--- config.mk ---
export PLATFORM = sky130hd
export DESIGN_NAME = adc_read_ad7476
export DESIGN_NICKNAME = d
export VERILOG_FILES = /design/src/rtl/adc_read_ad7476.sv
export SDC_FILE = /design/constraint.sdc
export NUM_CORES = 1
export LEC_CHECK = 0
export ABC_AREA = 1
export CAP_MARGIN = 20
export CORE_ASPECT_RATIO = 1.25
export CORE_UTILIZATION = 48
export CTS_CLUSTER_DIAMETER = 200
export DETAILED_ROUTE_END_ITERATION = 12
export PLACE_DENSITY = 0.73
export SYNTH_ARGS = -nofsm -noshare
export SYNTH_HDL_FRONTEND = slang
export SYNTH_SLANG_ARGS = --single-unit
--- constraint.sdc ---
create_clock -name clk -period 1.4 [get_ports clk]
set_input_delay 0.28 -clock clk [delete_from_list [all_inputs] [get_ports clk]]
set_output_delay 0.28 -clock clk [all_outputs]
set_load 0.02 [all_outputs]
--- src/rtl/adc_read_ad7476.sv ---
// ---------------------------------------------------------------------------
// adc_read_ad7476
//
// Serial reader for a 12-bit AD7476-class ADC on the custom I/O header.
// A one-cycle conv strobe starts one 16-bit frame. The reader drives CS and
// SCLK and samples SDATA on each SCLK rising edge. It then presents the
// 12-bit sample together with a one-cycle valid pulse.
//
// Parameters:
//   CLK_DIV  SCLK half-period in clk cycles (>= 2)
//   QUIET    clk cycles CS stays high after a frame before the next conv
//            can be accepted (>= 1)
//
// Ports:
//   clk        system clock
//   rst        synchronous active-high reset
//   conv       start-conversion strobe, honoured only while busy is low
//   sdata      serial data from the ADC (registered once internally)
//   cs         chip select to the ADC, active low (registered)
//   sclk       serial clock to the ADC, idles high (registered)
//   data       last received sample, held until the next frame completes
//   valid      one-cycle pulse when data updates
//   busy       high from the cycle after conv is accepted until quiet ends
//   frame_err  leading-zero check result
//
// Build option:
//   ADC_READ_FRAME_CHECK_EN  when defined, frame_err is set at the end of
//                            each frame to the OR of the four leading bits.
//                            When undefined, frame_err is tied low.
// ---------------------------------------------------------------------------
module adc_read_ad7476 #(
    parameter int unsigned CLK_DIV = 5,
    parameter int unsigned QUIET   = 5
) (
    input  logic        clk,
    input  logic        rst,
    input  logic        conv,
    input  logic        sdata,
    output logic        cs,
    output logic        sclk,
    output logic [11:0] data,
    output logic        valid,
    output logic        busy,
    output logic        frame_err
);

    // A single counter serves both the SCLK half-period and the quiet time.
    localparam int unsigned CNT_MAX = (CLK_DIV > QUIET) ? CLK_DIV : QUIET;
    localparam int unsigned CNT_W   = (CNT_MAX > 1) ? $clog2(CNT_MAX) : 1;
    localparam logic [CNT_W-1:0] DIV_TC   = CNT_W'(CLK_DIV - 1);
    localparam logic [CNT_W-1:0] QUIET_TC = CNT_W'(QUIET - 1);

    // Without the frame check, the leading four bits are never looked at.
    // Only the last 12 shifted bits need to be kept.
`ifdef ADC_READ_FRAME_CHECK_EN
    localparam int unsigned SHIFT_W = 16;
`else
    localparam int unsigned SHIFT_W = 12;
`endif

    typedef enum logic [2:0] {
        S_IDLE,
        S_SETUP,
        S_SHIFT,
        S_DONE,
        S_QUIET
    } state_t;

    state_t             state_q;
    logic [CNT_W-1:0]   cnt_q;
    logic [3:0]         bit_q;
    logic               sdata_q;
    logic [SHIFT_W-1:0] shift_q;
    logic [SHIFT_W-1:0] shift_d;
    logic               cs_q;
    logic               sclk_q;
    logic [11:0]        data_q;
    logic               valid_q;
    logic               busy_q;
`ifdef ADC_READ_FRAME_CHECK_EN
    logic               ferr_q;
`endif

    assign shift_d = {shift_q[SHIFT_W-2:0], sdata_q};

    always_ff @(posedge clk) begin
        if (rst) begin
            state_q <= S_IDLE;
            cnt_q   <= '0;
            bit_q   <= '0;
            sdata_q <= 1'b0;
            shift_q <= '0;
            cs_q    <= 1'b1;
            sclk_q  <= 1'b1;
            data_q  <= '0;
            valid_q <= 1'b0;
            busy_q  <= 1'b0;
`ifdef ADC_READ_FRAME_CHECK_EN
            ferr_q  <= 1'b0;
`endif
        end else begin
            sdata_q <= sdata;
            valid_q <= 1'b0;
            case (state_q)
                S_IDLE: begin
                    if (conv) begin
                        state_q <= S_SETUP;
                        cs_q    <= 1'b0;
                        busy_q  <= 1'b1;
                        cnt_q   <= '0;
                        bit_q   <= '0;
                    end
                end

                // CS setup time. The first SCLK falling edge ends this phase.
                S_SETUP: begin
                    if (cnt_q == DIV_TC) begin
                        cnt_q   <= '0;
                        sclk_q  <= 1'b0;
                        state_q <= S_SHIFT;
                    end else begin
                        cnt_q <= cnt_q + CNT_W'(1);
                    end
                end

                // Sample on the low-to-high toggle. The registered sdata is
                // the value the ADC has held for CLK_DIV-1 cycles since the
                // falling edge.
                S_SHIFT: begin
                    if (cnt_q == DIV_TC) begin
                        cnt_q  <= '0;
                        sclk_q <= ~sclk_q;
                        if (!sclk_q) begin
                            shift_q <= shift_d;
                            bit_q   <= bit_q + 4'd1;
                            if (bit_q == 4'd15) begin
                                state_q <= S_DONE;
                            end
                        end
                    end else begin
                        cnt_q <= cnt_q + CNT_W'(1);
                    end
                end

                S_DONE: begin
                    cs_q    <= 1'b1;
                    sclk_q  <= 1'b1;
                    data_q  <= shift_q[11:0];
                    valid_q <= 1'b1;
`ifdef ADC_READ_FRAME_CHECK_EN
                    ferr_q  <= |shift_q[15:12];
`endif
                    cnt_q   <= '0;
                    state_q <= S_QUIET;
                end

                S_QUIET: begin
                    if (cnt_q == QUIET_TC) begin
                        cnt_q   <= '0;
                        busy_q  <= 1'b0;
                        state_q <= S_IDLE;
                    end else begin
                        cnt_q <= cnt_q + CNT_W'(1);
                    end
                end

                default: begin
                    state_q <= S_IDLE;
                end
            endcase
        end
    end

    assign cs    = cs_q;
    assign sclk  = sclk_q;
    assign data  = data_q;
    assign valid = valid_q;
    assign busy  = busy_q;
`ifdef ADC_READ_FRAME_CHECK_EN
    assign frame_err = ferr_q;
`else
    assign frame_err = 1'b0;
`endif

endmodule

; Word level (Yosys, flattened, before mapping)
; Cells that the tools add are included.
[classes]
n_addsub = 2
n_reduce_logical = 14
bitwise_logic = 1
n_mux = 22
eq_ne = 12
[op_table]
columns = operator, n
row1 = 3-bit 2-to-1 mux, 8
row2 = 3-bit one-hot mux with 5 select lines, 1
row3 = 4-bit 2-to-1 mux, 3
row4 = 2-bit != test (second input constant), 6
row5 = 3-bit one-hot mux with 3 select lines, 1
row6 = 3-bit AND reduction, 3
row7 = 4-bit one-hot mux with 2 select lines, 1
row8 = 3-bit by 2-bit equality test with 1-bit output (second input constant), 2
row9 = 3-bit equality test (second input constant), 2
row10 = 6-bit AND reduction, 1
row11 = 2-bit nonzero test, 3
row12 = 3-bit nonzero test, 2
row13 = 1-bit 2-to-1 mux, 5
row14 = 4-bit by 1-bit adder with 4-bit output (second input constant), 1
row15 = 4-bit equality test (second input constant), 1
row16 = 1-bit one-hot mux with 2 select lines, 2
row17 = 2-bit AND reduction, 2
row18 = 4-bit AND reduction, 1
row19 = 3-bit by 1-bit adder with 3-bit output (second input constant), 1
row20 = 3-bit by 1-bit equality test with 1-bit output (second input constant), 1
row21 = 3-bit logical NOT, 1
row22 = 1-bit one-hot mux with 3 select lines, 1
row23 = 3-bit OR reduction, 1
row24 = 1-bit inverter, 1
[word_totals]
output_inout_bits = 17
inputBits = 4
register_bits = 39
word_cells = 61

; Depth between registers and ports, before layout
[depth]
depth_word = 5
ltp_mapped = 9
mapped_depth_nobuf = 9

; Worst setup path before layout
; No wires, ideal clock.
[synth_timing]
path_kind = register -> register
startpoint = register cnt_q[0]
endpoint = register shift_q[1]
synth_period_minus_slack_ns = 1.340
n_path_buf = 1
path_slack_ns = 0.060
setup_ns = 0.116
stages_incl_launch_ff = 9
t_required_ns = 1.284
arrival_ns = 1.224
cell_sequence = dfxtp_1 inv_1 ha_1 nand2_1 nor3_4 inv_2 buf_6 nor2_1 nor2_1
[synth_via]
elab_chain_len = 2
[synth_rtl]
columns = item, line_no
row1 = from (decl), 70  ; logic [CNT_W-1:0] cnt_q;
row2 = from (signal assigned), 122  ; cnt_q <= cnt_q + CNT_W'(1);
row3 = from (signal assigned), 141  ; cnt_q <= cnt_q + CNT_W'(1);
row4 = from (signal assigned), 163  ; cnt_q <= cnt_q + CNT_W'(1);
row5 = 3-bit equality test, 130  ; if (cnt_q == DIV_TC) begin
row6 = 3-bit AND reduction (no line), n/a
row7 = to (signal assigned), 134  ; shift_q <= shift_d;
row8 = to (decl), 73  ; logic [SHIFT_W-1:0] shift_q;
; No other way between the ends.
; A chain may end at the register's enable or synchronous reset.

; Worst setup path after layout
[layout_timing]
startpoint = register cnt_q[1]
endpoint = register shift_q[11]
; Same word-level chain as after synthesis.

==> results_dict.tcl <==
set metrics [dict create \
    initial_utilization_pct 50.2 \
    first_global_vias 1269 \
    cts_max_path_buffers 2 \
    p_total_mw 3.22 \
    yosys-top-cells-count "dfxtp_1, nor2_1, nand2_1, inv_1, a21oi_1" \
    core_um2 3220 \
    vias 1348 \
    min_path_type "reg -> reg" \
    yosys.area.top_type_share_pct 48.3 \
    synth_top_cell_by_area "dfxtp_1" \
    drt_iter0_drc 37 \
    yosysMostFrequentCell "dfxtp_1" \
    clkSlewWorstSetupHoldPaths_ns 0.08 \
    yosysWarnings 0 \
    crit_path_top_delay_cell "dfxtp_2" \
    antenna_left 0 \
    dieWidth_um 53.9 \
    dpl_worst_slack_ns -0.0685 \
    required_ns 1.62 \
    p_per_area_nw_per_um2 1610 \
    globalRoute.totalOverflow 0 \
    netlist_instances 191 \
    place_congestion 0.810 \
    cts_inserted_buffers 5 \
    p_leak_nw 0.941 \
    routed_wl_um 3490 \
    dpl-instance-area_um2 1890 \
    holdWs_ns 0.448 \
    syn_to_final_growth_pct 23.8 \
    drive_gt1_share_pct 21.1 \
    crit_path_max_fanout 6 \
    placedCellCount 251 \
    synth_fp_nets 198 \
    io_buffer_count 19 \
    max_freq_mhz 728 \
    rsz0062_at_grt "true" \
    crit_family "simple AND/OR/NAND/NOR gates" \
    final_hold_viol_count 0 \
    antenna_found_initial 0 \
    ys_seq_elements 39 \
    final_util_pct 62.2 \
    die_area_um2 3610 \
    die_h_um 66.9 \
    ios 21 \
    clock-skew-final_ns 0.00781 \
    num_rows 23 \
    post_cts_buffers 0 \
    path_cells "inv_2, ha_4, nand2_4, nor3_4, buf_6, o21ai_2, a21oi_1" \
    cts.sinks 39 \
    maxCapViolCount 0 \
    drtPass1Iterations 4 \
    synthFlopType "dfxtp_1" \
    root_buffer "clkbuf_8" \
    wl_per_cell_um 13.4 \
    grt_max_degree 14 \
    synth_edf_count 0 \
    max-vdd-ir-drop_uv 1110 \
    cp_num_buf_inv 2 \
    syn_area_per_cell_um2 8.47 \
    final.setup.tns_ns 0 \
    arrival_ns 1.59 \
    synth_area_leaders "dfxtp_1, nor2_1, a22o_1" \
    start_kind "flop" \
    drv_slew 0 \
    postCtsHoldBufs 0 \
    h-tree-depth 2 \
    dp.final_hpwl_um 2470 \
    end_kind "flop" \
    setup_viol 0 \
    outcome "complete, no violations" \
    period_share_pct 98.1 \
    synth-seq-area-share_pct 48.3 \
    grt_usage_pct 22.0 \
    crit_path_max_incr_delay_ns 0.34 \
    n_antenna_cell 0 \
    cts_tree "yes" \
    synth_cell_type_count 27 \
    final_area_um2 2000 \
    fin_cells 260 \
    fin_nets 229 \
    worst_slack_ns 0.0267 \
    netlist_area_um2 1620 \
    vias_per_cell 5.18 \
    clk_latency_ns 0.29 \
    path_class "reg -> reg" \
    fin_crit_ns 1.37 \
    grt_pass1_wl_um 5550 \
    synthArstFlopShare_pct 0 \
    drcViolationCount 0 \
]
==> cells in the final DEF (no fill, tap or decap), drive strengths merged <==
cell / instances
clkbuf: 6
o21ai: 19
a21oi: 13
clkinv: 1
o21a: 1
nand2: 26
buf: 12
ha: 3
dfxtp: 39
xor2: 1
nand3: 10
clkdlybuf4s50: 3
a22o: 10
or2: 1
nor2: 39
inv: 16
dlygate4sd2: 16
nor3: 1
nand4: 4
clkinvlp: 1
conb: 1
==> logic make-up after synthesis <==
logic type	share of synthesized area, %
fa+ha+maj	2.32
simple gates	24.8
flops	48.3
buf+inv	7.81
xor+xnor	0.541
other cells	0.232
compound gates	16.0
==> metal layers <==
layer | track usage [%] | vias to the layer above | routed length, um | share of wire (%)
li1 | - | 694 | - | -
met5 | 0 | - | 0 | 0
met2 | 37.2 | 24 | 1850 | 53
met4 | 10.2 | 0 | 61 | 1.7
met1 | 23.9 | 624 | 1450 | 42
met3 | 7.31 | 6 | 125 | 3.6
==> final timing paths <==
path              slack (ns)                        to             startpoint  depth (start not counted)
setup / recovery        0.03  shift_q[11]$_SDFFE_PP0P_  cnt_q[1]$_SDFFE_PP0P_                          7
hold / removal          0.45           cs$_SDFFE_PP1P_        cs$_SDFFE_PP1P_                          2
setup reg to reg        0.03  shift_q[11]$_SDFFE_PP0P_  cnt_q[1]$_SDFFE_PP0P_                          7
hold reg to reg         0.45           cs$_SDFFE_PP1P_        cs$_SDFFE_PP1P_                          2
==> what timing repair did <==
action,in CTS,in global routing
endpoints found under the setup margin,22,22
pin swaps,0,3
resized for setup,17,20
cloned,0,1
==> flip-flops by register name, indices dropped and copies added (netlist names) <==
| signal | cells |
|---|---|
| bit_q | 4 |
| busy | 1 |
| cnt_q | 3 |
| cs | 1 |
| data | 12 |
| sclk | 1 |
| sdata_q | 1 |
| shift_q | 12 |
| state_q | 3 |
| valid | 1 |
==> power by group <==
| group | switching (mW) | internal (mW) |
|---|---|---|
| registers | 0.118 | 1.23 |
| logic | 0.712 | 0.433 |
| clock network | 0.386 | 0.348 |
| total | 1.22 | 2.01 |
==> worst reg2reg max path: cells and delay by family, from the launching register on <==
family,cells,cell delay [ns]
buf+inv,2,0.25
compound gates,2,0.17
flops,1,0.34
simple gates,2,0.40
fa+ha+maj,1,0.14
==> area by class of cell <==
class	count	area, um^2
Inverter	16	65.1
Clock inverter	2	12.5
Sequential cell	39	785
Timing Repair Buffer	31	280
Multi-Input combinational cell	129	742
Tap cell	37	46.3
Clock buffer	6	72.6
Fill cell	304	1220
Note: power is estimated with default switching activity, not from simulation.
==> patch 1 (same settings) <==
Change the parameter `QUIET` from 5 to 10.
--- a/src/rtl/adc_read_ad7476.sv
+++ b/src/rtl/adc_read_ad7476.sv
@@ -32,3 +32,3 @@
     parameter int unsigned CLK_DIV = 5,
-    parameter int unsigned QUIET   = 5
+    parameter int unsigned QUIET   = 10
 ) (
Behaviour: same outputs for any inputs over 10 cycles, from zero or initial values and one cycle with rst high; that may be too few to reach the edited logic, so the function may still have changed.
==> patch 1 against the unedited design <==
Final cell count increased by 11%. Worst setup slack got worse by 0.025 ns. Area after synthesis increased by 4.4%. Critical path depth unchanged. Final area increased by 12%. Total power up 17%. Sequential cell count up 1. Utilization grew 6.5 points. Clock power increased by 40%. Wire length grew 9.3%. Sequential share of layout area is 3.3 points lower. Critical path type unchanged. Largest cell class is now multi-input gates. Highest routed layer unchanged.
==> patch 1: results <==
set metrics [dict create \
    status "complete, no violations" \
    grt_max_degree 19 \
    path_delay_family "simple AND/OR/NAND/NOR gates" \
    gp_congestion 0.847 \
    vias 1481 \
    met3_usage_pct 6.89 \
    grt_pass1_wl_um 5800 \
    final_nets 259 \
    dp_slack_ns -0.112 \
    num_antenna_cells 0 \
    wl_per_cell_um 13.2 \
    skew_ns 0.0106 \
    synth_area_leaders "dfxtp_1 (47%), nor2_1 (8.4%), nand2_1 (6.9%)" \
    ir_drop_uv 1160 \
    internal_power_mw 2.43 \
    dp.cells 276 \
    clk_pin_slew_worst_paths_ns 0.08 \
    leakagePower_nw 1.03 \
    yosysSeqAreaShare_pct 47.4 \
    drive_gt1_share_pct 25.0 \
    synthCells 212 \
    grt_util_met1_pct 25.1 \
    synth_compound_area_share_pct 14.7 \
    synthesis.nets 220 \
    synth_top_cells_by_count "dfxtp_1 (40), nor2_1 (38), nand2_1 (31), inv_1 (19), nand3_1 (13)" \
    synthXorXnorAreaFrac_pct 1.56 \
    synth_adder_area_share_pct 2.96 \
    grtUsageMet2_pct 37.8 \
    stdcell_count 289 \
    nFillCells 279 \
    grt_pass1_vias 1338 \
    track_usage_pct 22.1 \
    hpwlAfterDp_um 2390 \
]
patch 1: changes by cell type in the layout (fill, tap and decap cells not counted), moves of 3 or more:
cell,change
nand2_1,+8
a21oi_1,-7
inv_1,+6
buf_4,+5
nand3_1,+5
o21ai_2,+4
nand4_1,-3
nor2_1,+3
patch 1: worst paths after layout:
path | startpoint | end | slack [ns] | depth (start not counted)
setup reg to reg | cnt_q[1] | shift_q[2] | 0.002 | 7
hold / removal | cs | cs | 0.46 | 2
hold reg to reg | cs | cs | 0.46 | 2
setup / recovery | cnt_q[1] | shift_q[2] | 0.002 | 7
patch 1: final cells by class:
cell class	count	area, um^2	area share [%]
Tap cell	37	46.3	2.06
Inverter	23	91.3	4.06
Multi-Input combinational cell	144	847	37.6
Sequential cell	40	807	35.9
Timing Repair Buffer	36	327	14.5
Timing Repair inverter	1	6.26	0.278
Clock inverter	1	30.0	1.33
Clock buffer	7	96.3	4.28
patch 1: worst register-to-register path, delay by kind of cell, from the launching register on:
family	cells	cell delay (ns)
AND/OR/NAND/NOR	4	0.54
flip-flops	1	0.33
AO/OA/AOI/OAI	1	0.20
adder cells (fa/ha/maj)	1	0.15
buffers and inverters	1	0.07
patch 1: per-layer routing:
metal,share of wire (%),up-vias,wire length [um]
li1,-,766,-
met1,43,672,1630
met2,51,38,1960
met3,4.4,5,167
met4,1.4,0,53
met5,0,-,0
patch 1: power by group through the flow:
stage               clock, mW  combinational (mW)  sequential, mW
floorplan                   0               0.764            1.40
global placement            0                1.22            1.36
detailed placement          0                1.23            1.36
CTS                      1.04                1.23            1.33
global route             1.09                1.53            1.37
finish                   1.03                1.39            1.35
patch 1: logic make-up (layout without fill, tap and decap cells):
group / Yosys count / after routing
compound gates: 40 / 40
xor+xnor: 3 / 3
fa+ha+maj: 4 / 4
buf+inv: 29 / 68
flops: 40 / 40
other cells: 1 / 1
simple gates: 95 / 96
patch 1: timing repair:
action                                  4_1_cts  5_1_grt
buffers inserted                              1        2
hold buffers                                  0        0
endpoints found under the setup margin       28       24
resized for setup                            19       33
cloned                                        1        1
pin swaps                                     1       13
==> patch 2 (same flow settings) <==
Without the edit above. Reset style: asynchronous (`rst`), changed in one clocked block. Comments in the files are not updated.
--- a/src/rtl/adc_read_ad7476.sv
+++ b/src/rtl/adc_read_ad7476.sv
@@ -85,3 +85,3 @@
 
-    always_ff @(posedge clk) begin
+    always_ff @(posedge clk or posedge rst) begin
         if (rst) begin
Function: differs if rst is asserted again (counterexample within 4 cycles, from zero or initial values and one cycle with rst high); with rst held inactive, the same outputs for 10 cycles.
==> patch 2 against the unedited design <==
Wire length fell by 9.9%. Synthesized cell count is the same. Critical path type unchanged. Sequential cell count unchanged. Area after synthesis up 7.9%. Clock skew down 0.0020 ns. Worst setup slack gained 0.010 ns. Final area is 8.4% higher. Highest routed layer unchanged. Hold slack worse by 0.22 ns. Final cell count rose by 1.9%.
Power is not compared: it rests on default switching activity, and its combinational part moved more than twofold at a synthesized area within 25%.
==> patch 2: results <==
set metrics [dict create \
    worst-endpoint-arrival_ns 1.54 \
    leakagePower_nw 1.13 \
    dp_slack_ns -0.0604 \
    wl_met2_um 1630 \
    synth.area.mux_share_pct 0 \
    cts_setup_buffers 0 \
    status "complete, no violations" \
    cts_resized 21 \
    path_max_fanout 6 \
    met1_length_um 1360 \
    path_delay_family "simple AND/OR/NAND/NOR gates" \
    wl_met3_um 97 \
    synthesis.nets 198 \
    root_buffer "clkbuf_8" \
    synth_edf_count 0 \
    reg2regPathDepth 8 \
    slowest_stage "dfrtp_1" \
    vias 1329 \
    yosysUniqueCellTypes 27 \
    drive_gt1_share_pct 23.9 \
    grt_max_degree 23 \
    final_nets 232 \
    htree_levels 2 \
    dpl_cell_area_um2 2070 \
    gp_congestion 0.753 \
    hold_path.class "in2async" \
    finalCritPeriodShare_pct 97.3 \
    port_buffers 19 \
    synth_compound_area_share_pct 12.1 \
    synth_top_cells_by_count "nand2_1 (53), dfrtp_1 (37), inv_1 (25), o21ai_0 (21), o21ai_2 (10)" \
    yosysSeqAreaShare_pct 56.1 \
    skew_ns 0.00585 \
    synth_adder_area_share_pct 2.15 \
    dr.pass1.iters 4 \
    cts_buffers 5 \
    grt_util_met1_pct 21.5 \
    critPathMaxStageDelay_ns 0.39 \
    reg2reg_slack_ns 0.04 \
    drt_wl_total_um 3150 \
    synthArstFlopShare_pct 100 \
    drtIter0Drc 32 \
    met3_usage_pct 4.48 \
    num_antenna_cells 0 \
    grtUsageMet2_pct 30.0 \
    worstSkewPairLatency_ns 0.29 \
    cp-startpoint "cnt_q[1]" \
    yosysWarnings 0 \
    r2r_end "bit_q[3]" \
    synth_area_leaders "dfrtp_1 (53%), nand2_1 (11%), o21ai_0 (6.0%)" \
    cts_buffer_depth 2 \
    track_usage_pct 17.6 \
    grt_pass1_wl_um 5380 \
    synthXorXnorAreaFrac_pct 0.502 \
    hpwlAfterDp_um 2240 \
    clk_pin_slew_worst_paths_ns 0.08 \
]
==> patch 2: area by class of cell <==
cell class	instances	area, um^2
Clock buffer	6	72.6
Multi-Input combinational cell	120	652
Inverter	26	100
Tap cell	39	48.8
Fill cell	322	1310
Timing Repair Buffer	33	305
Clock inverter	2	12.5
Sequential cell	39	981
==> patch 2: worst max-delay path by stage <==
stage	depth (start not counted)	endpoint
final	8	bit_q[3]
after global routing	8	bit_q[3]
after CTS	1	cs
after detailed placement	8	state_q[1]
after global placement	8	state_q[1]
after floorplan	8	bit_q[2]
==> patch 2: metrics by stage <==
| step | cells | hold WS (ns) |
|---|---|---|
| after floorplan | 191 | 0.311 |
| after global placement | 255 | 0.462 |
| after detailed placement | 255 | 0.468 |
| after CTS | 263 | 0.229 |
| after global routing | 265 | 0.249 |
| final | 265 | 0.227 |
==> patch 2: power by group <==
group / switching [mW] / internal, mW
clock network: 0.374 / 0.348
registers: 0.00305 / 1.13
logic: 0.0341 / 0.0195
